`config.mk`:
```
export PLATFORM = sky130hd
export DESIGN_NAME = sblock_cfg_loader
export DESIGN_NICKNAME = d
export VERILOG_FILES = /design/src/rtl/sblock_cfg_loader.sv
export SDC_FILE = /design/constraint.sdc
export NUM_CORES = 1
export LEC_CHECK = 0
export ABC_AREA = 1
export BUFFER_PORTS_ARGS = -buffer_cell sky130_fd_sc_hd__buf_2
export CAP_MARGIN = 20
export CORE_ASPECT_RATIO = 0.7
export CORE_MARGIN = 8
export CORE_UTILIZATION = 55
export CTS_CLUSTER_DIAMETER = 50
export DETAILED_ROUTE_END_ITERATION = 10
export GPL_TIMING_DRIVEN = 0
export PLACE_DENSITY = 0.89
export SKIP_CTS_REPAIR_TIMING = 1
export SLEW_MARGIN = 20
export SYNTH_ARGS = -nofsm -noshare
export SYNTH_HDL_FRONTEND = slang
export SYNTH_SLANG_ARGS = --single-unit
```
`constraint.sdc`:
```
create_clock -name clk -period 1.8 [get_ports clk]
set_clock_uncertainty 0.1 [all_clocks]
set_input_delay 0.27 -clock clk [delete_from_list [all_inputs] [get_ports clk]]
set_output_delay 0.27 -clock clk [all_outputs]
set_load 0.01 [all_outputs]
```
`src/rtl/sblock_cfg_loader.sv`:
```
// Serial configuration loader for a row of switch blocks.
// Shifts in one config word per block (MSB first), then pulses that block's
// latch enable for WR_HOLD cycles with the word on the shared bits bus,
// followed by one settle cycle for latch hold time.
// Optional feature: define SBLOCK_CFG_PARITY_EN for 19-bit words carrying a
// trailing even-parity bit; a bad word skips its write and sets sticky err.
module sblock_cfg_loader #(
  parameter int unsigned NUM_BLK = 16,
  parameter int unsigned WR_HOLD = 2
) (
  input  logic               clk,
  input  logic               rst_n,
  input  logic               start,
  input  logic               s_valid,
  input  logic               s_data,
  output logic               s_ready,
  output logic [NUM_BLK-1:0] wr_en,
  output logic [17:0]        bits,
  output logic               busy,
  output logic               done,
  output logic               err
);

`ifdef SBLOCK_CFG_PARITY_EN
  localparam int unsigned WordW = 19;
`else
  localparam int unsigned WordW = 18;
`endif
  // Holds every bit of the word except the one arriving this cycle.
  localparam int unsigned SrW   = WordW - 1;
  localparam int unsigned IdxW  = (NUM_BLK > 1) ? $clog2(NUM_BLK) : 1;
  localparam int unsigned CntW  = 5;
  localparam int unsigned HoldW = $clog2(WR_HOLD + 1);

  typedef enum logic [2:0] {StIdle, StShift, StWrite, StSettle, StDone} state_e;

  state_e           state_q, state_d;
  logic [IdxW-1:0]  idx_q, idx_d;
  logic [CntW-1:0]  cnt_q, cnt_d;
  logic [HoldW-1:0] hold_q, hold_d;
  logic [SrW-1:0]   sr_q, sr_d;
  logic [17:0]      bits_q, bits_d;
  logic [17:0]      word_data;
  logic             par_ok;

`ifdef SBLOCK_CFG_PARITY_EN
  logic             err_q, err_d;
  assign word_data = sr_q;
  assign par_ok    = ~^{sr_q, s_data};
  assign err       = err_q;
`else
  assign word_data = {sr_q, s_data};
  assign par_ok    = 1'b1;
  assign err       = 1'b0;
`endif

  // State and datapath registers.
  always_ff @(posedge clk or negedge rst_n) begin
    if (!rst_n) begin
      state_q <= StIdle;
      idx_q   <= '0;
      cnt_q   <= '0;
      hold_q  <= '0;
      sr_q    <= '0;
      bits_q  <= '0;
`ifdef SBLOCK_CFG_PARITY_EN
      err_q   <= 1'b0;
`endif
    end else begin
      state_q <= state_d;
      idx_q   <= idx_d;
      cnt_q   <= cnt_d;
      hold_q  <= hold_d;
      sr_q    <= sr_d;
      bits_q  <= bits_d;
`ifdef SBLOCK_CFG_PARITY_EN
      err_q   <= err_d;
`endif
    end
  end

  // Next-state logic: shift, write, settle sequencing per block.
  always_comb begin
    state_d = state_q;
    idx_d   = idx_q;
    cnt_d   = cnt_q;
    hold_d  = hold_q;
    sr_d    = sr_q;
    bits_d  = bits_q;
`ifdef SBLOCK_CFG_PARITY_EN
    err_d   = err_q;
`endif
    unique case (state_q)
      StIdle: begin
        if (start) begin
          state_d = StShift;
          idx_d   = '0;
          cnt_d   = '0;
`ifdef SBLOCK_CFG_PARITY_EN
          err_d   = 1'b0;
`endif
        end
      end
      StShift: begin
        if (s_valid) begin
          sr_d  = {sr_q[SrW-2:0], s_data};
          cnt_d = cnt_q + CntW'(1);
          if (cnt_q == CntW'(WordW - 1)) begin
            hold_d = '0;
            if (par_ok) begin
              state_d = StWrite;
              bits_d  = word_data;
            end else begin
              // Corrupt word: leave the block's latch untouched.
              state_d = StSettle;
`ifdef SBLOCK_CFG_PARITY_EN
              err_d   = 1'b1;
`endif
            end
          end
        end
      end
      StWrite: begin
        if (hold_q == HoldW'(WR_HOLD - 1)) begin
          state_d = StSettle;
        end else begin
          hold_d = hold_q + HoldW'(1);
        end
      end
      StSettle: begin
        if (idx_q == IdxW'(NUM_BLK - 1)) begin
          state_d = StDone;
        end else begin
          idx_d   = idx_q + IdxW'(1);
          cnt_d   = '0;
          state_d = StShift;
        end
      end
      StDone: begin
        state_d = StIdle;
      end
      default: begin
        state_d = StIdle;
      end
    endcase
  end

  // Outputs decoded from registered state, so reset clears them immediately.
  always_comb begin
    s_ready = (state_q == StShift);
    busy    = (state_q == StShift) || (state_q == StWrite) || (state_q == StSettle);
    done    = (state_q == StDone);
    bits    = bits_q;
    wr_en   = '0;
    for (int unsigned i = 0; i < NUM_BLK; i++) begin
      wr_en[i] = (state_q == StWrite) && (idx_q == IdxW'(i));
    end
  end

endmodule

```
* After elaboration in Yosys (flattened, before gate mapping) *
Cells that the tools add are included.
W data, S select, Z words.

word-level totals
  flip-flop bits (word level) = 49
  bits in latches = 0
  bits in writable memories = 0
  bits in read-only memories = 0
  output and inout bits = 38
  memories = 0

cells by class
  $add $sub $neg = 3
  multiply operators = 0
  divide/modulo/power cells = 0
  order comparisons = 0
  eq/ne operators = 27
  shifts and indexed selects = 0
  mux-type cells = 17
  bitwise gates (word level) = 0
  reduce and logical (&&, ||, !) cells = 29

operators by type and width
  cell                   number
  $eq A4 B4 Y1 const B   8
  $eq A4 B3 Y1 const B   4
  $logic_and A1 B1 Y1    16
  $mux W3                5
  $mux W5                3
  $pmux W5 S3            1
  $pmux W3 S4            1
  $reduce_and A4 Y1      3
  $ne A2 B2 Y1 const B   5
  $eq A4 B2 Y1 const B   2
  $mux W4                2
  $pmux W4 S2            1
  $eq A3 B2 Y1 const B   2
  $mux W2                3
  $reduce_and A3 Y1      2
  $add A5 B1 Y5 const B  1
  $eq A5 B5 Y1 const B   1
  $add A4 B1 Y4 const B  1
  $eq A4 B1 Y1 const B   1
  $logic_not A4 Y1       1
  $pmux W2 S2            1
  $reduce_bool A2 Y1     2
  $eq A3 B1 Y1 const B   1
  $eq A3 B3 Y1 const B   1
  other kinds (7)        8

* Logic depth before layout (Yosys ltp) *
Gate-level depths: netlist of the first run.

  depth after elaboration = 4
  depth in mapped cells = 9

* Worst setup path before layout of the first run *
Ideal clock, no wire load.

  path kind = reg-to-output
  from = reg state_q[0]
  to = out wr_en[0]
  data arrival time = 1.175 ns
  required time = 1.430 ns
  path slack = 0.255 ns
  stages on the path, launching flop included = 7
  path buffers = 1
  cells stage by stage = dfrtp_1 -> buf_4 -> nor2_1 -> nand2_1 -> inv_1 -> nand2_1 -> nor2_1

between the ends
  word-level cells in the longest chain between the ends = 2

ends and longest elaborated chain
  item                    RTL line  RTL
  from (decl)             37        state_e state_q, state_d;
  from (signal assigned)  60        state_q <= StIdle;
  from (signal assigned)  70        state_q <= state_d;
  $eq A3 B2 Y1            156       wr_en[i] = (state_q == StWrite) && (idx_q == IdxW'(i));
  $logic_and A1 B1 Y1     156
  to (decl)               17        output logic [NUM_BLK-1:0] wr_en,

Every way passes these cells.

* Worst setup path in the final report of the first run *
  from = reg state_q[0]
  to = out wr_en[6]

Same word-level chain as after synthesis.

==> results of run 1 <==
cell type report:
cell class,instances,area share (%)
plain buffers,10,2.914
repair buffers,46,8.612
flip-flops and latches,49,42.67
clock buffers,6,2.523
clock inverters,2,0.4785
well taps,55,2.392
multi-input cells,199,35.62
inverters,34,4.785
registers in the layout, summed over array words and instances, names as in the netlist:
signal and cells:
state_q 3, bits 18, cnt_q 5, hold_q 2, sr_q 17, idx_q 4
placed cells by master (no fill, tap or decap), types with 2 or more instances in the layout:
cell type	count
inv_1	31
nand2_4	4
nand3_1	11
buf_6	5
buf_2	43
nor2_1	33
nor2_2	5
o21ai_0	20
o21ai_2	10
inv_6	2
nand4_1	2
ha_1	6
clkbuf_8	5
buf_4	6
dfrtp_1	48
o21ai_1	8
nand2_1	87
nand3b_1	2
critical path, cell delays in order, from the launching register on:
cell	delay, ns
dfrtp_1	0.39
buf_6	0.12
nor2_4	0.17
nand2_4	0.10
inv_6	0.10
nand2_4	0.08
nor2_2	0.12
buf_2	0.14
Yosys cell counts:
master	count	share of area (%)
conb_1	1	0.16
o21ai_0	20	4.2
inv_1	32	5.0
nor2_1	39	6.1
nand3_1	11	2.3
clkinv_4	1	0.36
clkbuf_1	1	0.16
o21ai_1	8	1.7
nand3b_1	2	0.62
ha_1	7	3.6
dfrtp_1	49	51
nand4_1	2	0.52
xor2_1	1	0.36
nand3_4	1	0.73
buf_6	4	1.9
o21ai_2	10	3.6
nor3_1	1	0.21
buf_4	2	0.62
nand3_2	1	0.42
nand2_1	92	14
a31oi_1	1	0.26
nor2_8	1	0.83
inv_2	1	0.16
xnor2_1	1	0.36
buf_2	3	0.62
worst max-delay path by stage:
stage | depth (start not counted) | slack [ns] | end | from
6_report | 7 | -0.08 | wr_en[6] | state_q[0]$_DFFE_PN0P_
5_1_grt | 7 | -0.15 | wr_en[6] | state_q[0]$_DFFE_PN0P_
4_1_cts | 7 | -0.35 | wr_en[13] | state_q[0]$_DFFE_PN0P_
3_5_place_dp | 7 | -0.02 | wr_en[12] | state_q[0]$_DFFE_PN0P_
3_3_place_gp | 7 | 0.07 | wr_en[10] | state_q[0]$_DFFE_PN0P_
2_1_floorplan | 6 | 0.26 | wr_en[0] | state_q[0]$_DFFE_PN0P_
per-layer routing:
metal | up-vias | track usage, %
met1 | 998 | 19.38
li1 | 1007 | -
met2 | 59 | 28.88
met3 | 10 | 3.445
met5 | - | 0
met4 | 0 | 6.552
report_power, final:
part / internal [mW] / switching, mW
Clock: 0.277 / 0.366
Combinational: 0.426 / 0.823
Sequential: 1.35 / 0.191
Total: 2.05 / 1.38
through the flow:
stage	hold WS, ns	setup slack (ns)	area [um^2]	utilization (%)
2_1_floorplan	-0.1256	0.2551	2407	-
4_1_cts	0.08444	-0.3533	2768	64.68
3_5_place_dp	0.3642	-0.01539	2681	62.66
3_3_place_gp	0.3616	0.06861	2681	62.66
6_report	0.09070	-0.08415	2877	67.22
5_1_grt	0.1027	-0.1544	2877	67.22
logic make-up (layout without fill, tap and decap cells):
| logic type | after synthesis | in the layout | share of synthesized area [%] |
|---|---|---|---|
| XOR/XNOR | 2 | 2 | 0.7278 |
| flip-flops | 49 | 49 | 50.94 |
| other | 1 | 1 | 0.1558 |
| adder cells (fa/ha/maj) | 7 | 7 | 3.638 |
| AO/OA/AOI/OAI | 39 | 39 | 9.720 |
| buffers and inverters | 44 | 98 | 8.783 |
| AND/OR/NAND/NOR | 150 | 150 | 26.04 |
==> metrics.cfg, run 1 <==
[hold_path]
hp-start = s_data
whs_endpoint = sr_q[0]$_DFFE_PN0P_
holdPathStages = 3
hp-class = in -> reg

[route]
drt-met1-wl_mm = 2.399
vias_per_cell = 5.172
postRouteAntennaNets = 0
routed_wl_mm = 5.606
wire_per_inst_um = 13.98
vias = 2074
highest_layer = met4
wl_met3_um = 288
drc_errors = 0
dr.pass1.iters = 4
drt_iter0_drc = 129
dr_wl_met2_mm = 2.830

[setup_path]
startpoint_type = register
r2r_start = state_q[2]$_DFFE_PN0P_
cp_data_required_time_ns = 1.43
cp-end-kind = output pin
cp.arrival_ns = 1.51
cp_max_fo = 4
rrSetupSlack_ns = 0.15
r2r_cells = 8
criticalPathCategory = reg -> out
regToRegEndpoint = bits[16]$_DFFE_PN0P_

[floorplan]
dieArea_um2 = 6784
initial_core_util_pct = 56.26
io_pins = 43
fp.coreArea_um2 = 4279
rows = 20
chipHeight_um = 71.35
die_x_um = 95.08

[placement]
post-place-cells = 388
place.gp.congestion = 0.7995
dp_hpwl_mm = 3.841
io_buffer_count = 41

[pwr]
peakVddDrop_mv = 0.6120
power_mw = 3.433
p_leak_nw = 1.544
p_per_area_nw_per_um2 = 1193

[sta]
tightest_slew_ns = 0.6088
finalSetupTns_ns = -0.6336
setup_viol = 15
grt_setup_unrepaired = true
hold_viol_final = 0
layout_setup_ws_ns = -0.08415
post-route-period-util_pct = 104.7
timing.fmax_mhz = 530.7
slew_viol_final = 0
slew_headroom_pct = 59.42
min_period_ns = 1.884

[clocking]
cts_made_buffers = 5
worstSkewPairLatency_ns = 0.30
clkSlewWorstSetupHoldPaths_ns = 0.09
htreeDepth = 2
cts_root_buf = clkbuf_8
clockBufferDepth = 2
cts_tree = built
cts_sinks = 49

[run_status]
violations = negative setup slack
status = finished, violations left

[finish]
diodes = 0
multiInputGateArea_um2 = 1025
drive_above_1_share_pct = 26.30
seqCellArea_um2 = 1227
final_cells = 401
nets = 357
area_growth_pct = 19.49
fill_cells = 341

[global_route]
grt_max_degree = 50
grt_pass1_vias = 2060
grt_usage_pct = 16.59
grt-ovfl-total = 0
grt_pass1_wl_mm = 9.142
antenna_found_initial = 0

[logic_synthesis]
synthCells = 292
synthesis.area_um2 = 2407
avgSynthCellArea_um2 = 8.244
synth_warnings = 0
yosysUniqueCellTypes = 25
synth_fp_nets = 304
synth-seq-cells = 49
synth-seq-area-share_pct = 50.94

[flow_run]
drv_cap = 0

Power figures use the tool's default switching activity.
==> run 2, diff against run 1 <==
--- a/config.mk
+++ b/config.mk
@@ -8,13 +8,15 @@
 export ABC_AREA = 1
 export BUFFER_PORTS_ARGS = -buffer_cell sky130_fd_sc_hd__buf_2
 export CAP_MARGIN = 20
+export CELL_PAD_IN_SITES_DETAIL_PLACEMENT = 1
+export CELL_PAD_IN_SITES_GLOBAL_PLACEMENT = 2
 export CORE_ASPECT_RATIO = 0.7
 export CORE_MARGIN = 8
-export CORE_UTILIZATION = 55
+export CORE_UTILIZATION = 32
 export CTS_CLUSTER_DIAMETER = 50
 export DETAILED_ROUTE_END_ITERATION = 10
 export GPL_TIMING_DRIVEN = 0
-export PLACE_DENSITY = 0.89
+export PLACE_DENSITY = 0.88
 export SKIP_CTS_REPAIR_TIMING = 1
 export SLEW_MARGIN = 20
 export SYNTH_ARGS = -nofsm -noshare
==> constraint.sdc (replaced) <==
create_clock -name clk -period 1.95 [get_ports clk]
set_clock_uncertainty 0.1 [all_clocks]
set_input_delay 0.2925 -clock clk [delete_from_list [all_inputs] [get_ports clk]]
set_output_delay 0.2925 -clock clk [all_outputs]
set_load 0.01 [all_outputs]
==> metrics.cfg, run 2 (synthesis gave the netlist of run 1 again) <==
[setup_path]
r2r_start = state_q[2]$_DFFE_PN0P_
r2r_cells = 8
startpoint_type = register
cp_data_required_time_ns = 1.56
crit_cells = 7
critPathBufInv = 3
cp_top_family = simple AND/OR/NAND/NOR gates
crit_path_top_delay_cell = dfrtp_1
startpoint = state_q[0]$_DFFE_PN0P_
cp.arrival_ns = 1.49
crit_chain = buf_6 -> nor2_4 -> nand2_4 -> inv_4 -> nand2_2 -> nor2_1 -> buf_2
cp-end-kind = output pin
cp_max_fo = 9
criticalPathCategory = reg -> out
crit_end = wr_en[6]
regToRegEndpoint = bits[16]$_DFFE_PN0P_
rrSetupSlack_ns = 0.24
cp_slowest_stage_delay_ns = 0.38

[route]
wire_per_inst_um = 13.37
routed_wl_mm = 5.948
drc_errors = 0
dr.pass1.iters = 4
vias_per_cell = 4.458
drt_iter0_drc = 84
postRouteAntennaNets = 0
vias = 1984

[global_route]
grt_pass1_wl_mm = 10.09
grt_usage_pct = 11.71
antenna_found_initial = 0
grt_max_degree = 29
grt_pass1_vias = 2070
grt-ovfl-total = 0

[finish]
area_growth_pct = 22.40
final_cells = 445
fill_cells = 916
largest_reg_flops = 18
nets = 358
fin_util_pct = 40.44
mostFrequentLayoutCells = 88 x nand2_1, 49 x dfrtp_1, 44 x buf_2
seqCellArea_um2 = 1226
multiInputGateArea_um2 = 1002
layout_commonest_cell = nand2_1
fin_area_um2 = 2947
drive_above_1_share_pct = 24.78
diodes = 0

[clocking]
cts_root_buf = clkbuf_8
cts_made_buffers = 5
cts_tree = built
clockBufferDepth = 2
htreeDepth = 2
cts_sinks = 49
worstSkewPairLatency_ns = 0.30
clkSlewWorstSetupHoldPaths_ns = 0.10

[sta]
grt_setup_unrepaired = true
slew_viol_final = 0
hold_viol_final = 0
tightest_slew_ns = 0.5154
min_period_ns = 1.878
timing.fmax_mhz = 532.6
finalSetupTns_ns = 0
setup_viol = 0
post-route-period-util_pct = 96.28
slew_headroom_pct = 65.64

[pwr]
p_per_area_nw_per_um2 = 1119
peakVddDrop_mv = 0.3848
p_leak_nw = 1.548
power_mw = 3.297

[placement]
dp_hpwl_mm = 4.452
io_buffer_count = 41
dpl-instance-area_um2 = 2755
post-place-cells = 432
place.gp.congestion = 0.7078

[floorplan]
chipHeight_um = 88.57
dieArea_um2 = 10600
initial_core_util_pct = 33.04
die_x_um = 119.7
io_pins = 43
rows = 26
fp.coreArea_um2 = 7287

[hold_path]
hp-class = in -> reg

[flow_run]
drv_cap = 0

[run_status]
status = finished, final reports clean

[run 2: cell count changes in the layout (fill, tap and decap cells not counted), sizes merged]
cell and delta:
clkbuf -1, buf +1, bufinv +1
[run 2: worst min path at each step]
stage	start	end	slack (ns)	cells past startpoint
detailed placement	rst_n	bits[14]$_DFFE_PN0P_	0.20	1
global route	s_data	sr_q[0]$_DFFE_PN0P_	0.14	3
global placement	sr_q[2]$_DFFE_PN0P_	sr_q[3]$_DFFE_PN0P_	0.36	2
finish	s_data	sr_q[0]$_DFFE_PN0P_	0.12	3
floorplan	rst_n	bits[0]$_DFFE_PN0P_	-0.10	0
CTS	rst_n	bits[15]$_DFFE_PN0P_	-0.15	1
[run 2: metal layers]
layer / global-route usage, % / vias up / share of wire (%) / routed length (um)
li1: - / 1006 / - / -
met1: 15.84 / 959 / 50 / 3001
met2: 18.30 / 14 / 46 / 2748
met3: 2.358 / 5 / 2.2 / 130
met4: 4.063 / 0 / 1.1 / 68
met5: 0 / - / 0 / 0
[run 2: cell type report]
type                    instances  area share (%)
flip-flops and latches         49           41.61
multi-input cells             199           34.01
repair buffers                 47           9.002
inverters                      34           4.586
well taps                      98           4.161
plain buffers                  10           2.803
clock buffers                   5           2.335
clock inverters                 3           1.486
[run 2: power breakdown]
part	switching, mW	internal [mW]
Sequential	0.172	1.24
Clock	0.354	0.385
Combinational	0.751	0.392
Total	1.28	2.02
[run 2: stage by stage]
step	hold slack (ns)	setup slack, ns
CTS	-0.1477	-0.3219
global placement	0.3609	0.1142
global route	0.1387	-0.02894
floorplan	-0.1031	0.3826
finish	0.1195	0.07248
detailed placement	0.1955	0.02900
[run 2: worst register-to-register path, stage by stage (launching register included)]
cell and delay [ns]:
dfrtp_1 0.46, inv_2 0.17, nand3_4 0.18, nor2_8 0.18, nand3_2 0.09, buf_6 0.16, buf_6 0.15, nand2_1 0.06
o21ai_1 0.06
==> run 3, diff against run 2 <==
--- a/config.mk
+++ b/config.mk
@@ -15,7 +15,7 @@
 export CORE_UTILIZATION = 32
 export CTS_CLUSTER_DIAMETER = 50
 export DETAILED_ROUTE_END_ITERATION = 10
-export GPL_TIMING_DRIVEN = 0
+export GPL_TIMING_DRIVEN = 1
 export PLACE_DENSITY = 0.88
 export SKIP_CTS_REPAIR_TIMING = 1
 export SLEW_MARGIN = 20
==> metrics.cfg, run 3 (synthesis gave the netlist of run 1 again) <==
[sta]
post-route-period-util_pct = 94.70
hold_viol_final = 0
slew_viol_final = 0
setup_viol = 0
fin_hold_ws_ns = 0.1048
slew_headroom_pct = 64.52
min_period_ns = 1.847
finalSetupTns_ns = 0
tightest_slew_ns = 0.5267
timing.fmax_mhz = 541.5
layout_setup_ws_ns = 0.1034
grt_setup_unrepaired = true

[global_route]
grt_pass1_vias = 1948
grt-ovfl-total = 0
grt_usage_pct = 11.07
grt_max_degree = 50
grt_pass1_wl_mm = 9.756
antenna_found_initial = 0

[hold_path]
hp-start = s_data
hp-class = in -> reg
whs_endpoint = sr_q[0]$_DFFE_PN0P_
holdPathStages = 3

[floorplan]
initial_core_util_pct = 33.04
rows = 26
die_x_um = 119.7
dieArea_um2 = 10600
fp.coreArea_um2 = 7287
chipHeight_um = 88.57
io_pins = 43

[route]
drc_errors = 0
drt_iter0_drc = 86
postRouteAntennaNets = 0
dr.pass1.iters = 4
vias = 1948
vias_per_cell = 4.468
wire_per_inst_um = 12.83
routed_wl_mm = 5.596

[clocking]
clkSlewWorstSetupHoldPaths_ns = 0.10
cts_made_buffers = 5
cts_root_buf = clkbuf_8
cts_tree = built
htreeDepth = 2
worstSkewPairLatency_ns = 0.30
cts_sinks = 49
clockBufferDepth = 2

[finish]
final_cells = 436
fill_cells = 922
mostFrequentLayoutCells = 91 x nand2_1, 47 x dfrtp_1, 41 x buf_2
fin_util_pct = 38.93
area_growth_pct = 17.83
largest_reg_flops = 18
nets = 349
layout_commonest_cell = nand2_1
drive_above_1_share_pct = 22.19
diodes = 0

[setup_path]
cp-end-kind = output pin
cp_max_fo = 9
startpoint_type = register
regToRegEndpoint = bits[11]$_DFFE_PN0P_
r2r_start = state_q[2]$_DFFE_PN0P_
r2r_cells = 8
cp.arrival_ns = 1.45
cp_data_required_time_ns = 1.56
criticalPathCategory = reg -> out
rrSetupSlack_ns = 0.17

[pwr]
p_leak_nw = 1.475
peakVddDrop_mv = 0.3352
p_per_area_nw_per_um2 = 1093

[placement]
preCtsSetupSlack_ns = 0.1955
place.gp.congestion = 0.7681
dp_hpwl_mm = 4.188
io_buffer_count = 41
post-place-cells = 426

[flow_run]
drv_cap = 0

[run_status]
status = finished, final reports clean

==> run 3: critical path, stage by stage, from the launching register on <==
cell	delay, ns
dfrtp_2	0.44
buf_4	0.15
inv_2	0.12
nand3_4	0.17
inv_1	0.13
buf_2	0.14
==> run 3: worst max path at each step <==
| stage | from | slack (ns) | cells after the start | to |
|---|---|---|---|---|
| floorplan | state_q[0]$_DFFE_PN0P_ | 0.38 | 6 | wr_en[0] |
| global placement | state_q[2]$_DFFE_PN0P_ | 0.28 | 6 | wr_en[13] |
| detailed placement | state_q[2]$_DFFE_PN0P_ | 0.20 | 6 | wr_en[2] |
| CTS | state_q[2]$_DFFE_PN0P_ | -0.15 | 6 | wr_en[2] |
| global route | state_q[2]$_DFFE_PN0P_ | -0.02 | 6 | wr_en[12] |
| finish | state_q[2]$_DFFE_PN0P_ | 0.10 | 5 | s_ready |
==> run 3: metal layers <==
layer | GRT usage, % | wire, um | vias up
li1 | - | - | 990
met1 | 15.79 | 2876 | 930
met2 | 16.53 | 2517 | 23
met3 | 2.103 | 149 | 5
met4 | 3.386 | 53 | 0
met5 | 0 | 0 | -
==> run 3: metrics by stage <==
step,power (mW),cell area (um^2)
floorplan,2.172,2407
global placement,2.436,2706
detailed placement,2.468,2706
CTS,3.141,2806
global route,3.386,2836
finish,3.100,2836
==> run 3: area by class of cell <==
class / count / area (um^2) / area share (%)
sequential: 49 / 1229 / 43.32
multi-input combinational: 199 / 979.7 / 34.54
timing repair buffer: 48 / 272.8 / 9.616
inverter: 34 / 132.6 / 4.676
tap: 98 / 122.6 / 4.323
clock buffer: 6 / 82.58 / 2.911
clock inverter: 2 / 17.52 / 0.6176
==> run 3: report_power, final <==
| group | switching, mW | internal [mW] |
|---|---|---|
| clock network | 0.365 | 0.295 |
| registers | 0.195 | 1.25 |
| logic | 0.673 | 0.326 |
| total | 1.23 | 1.87 |
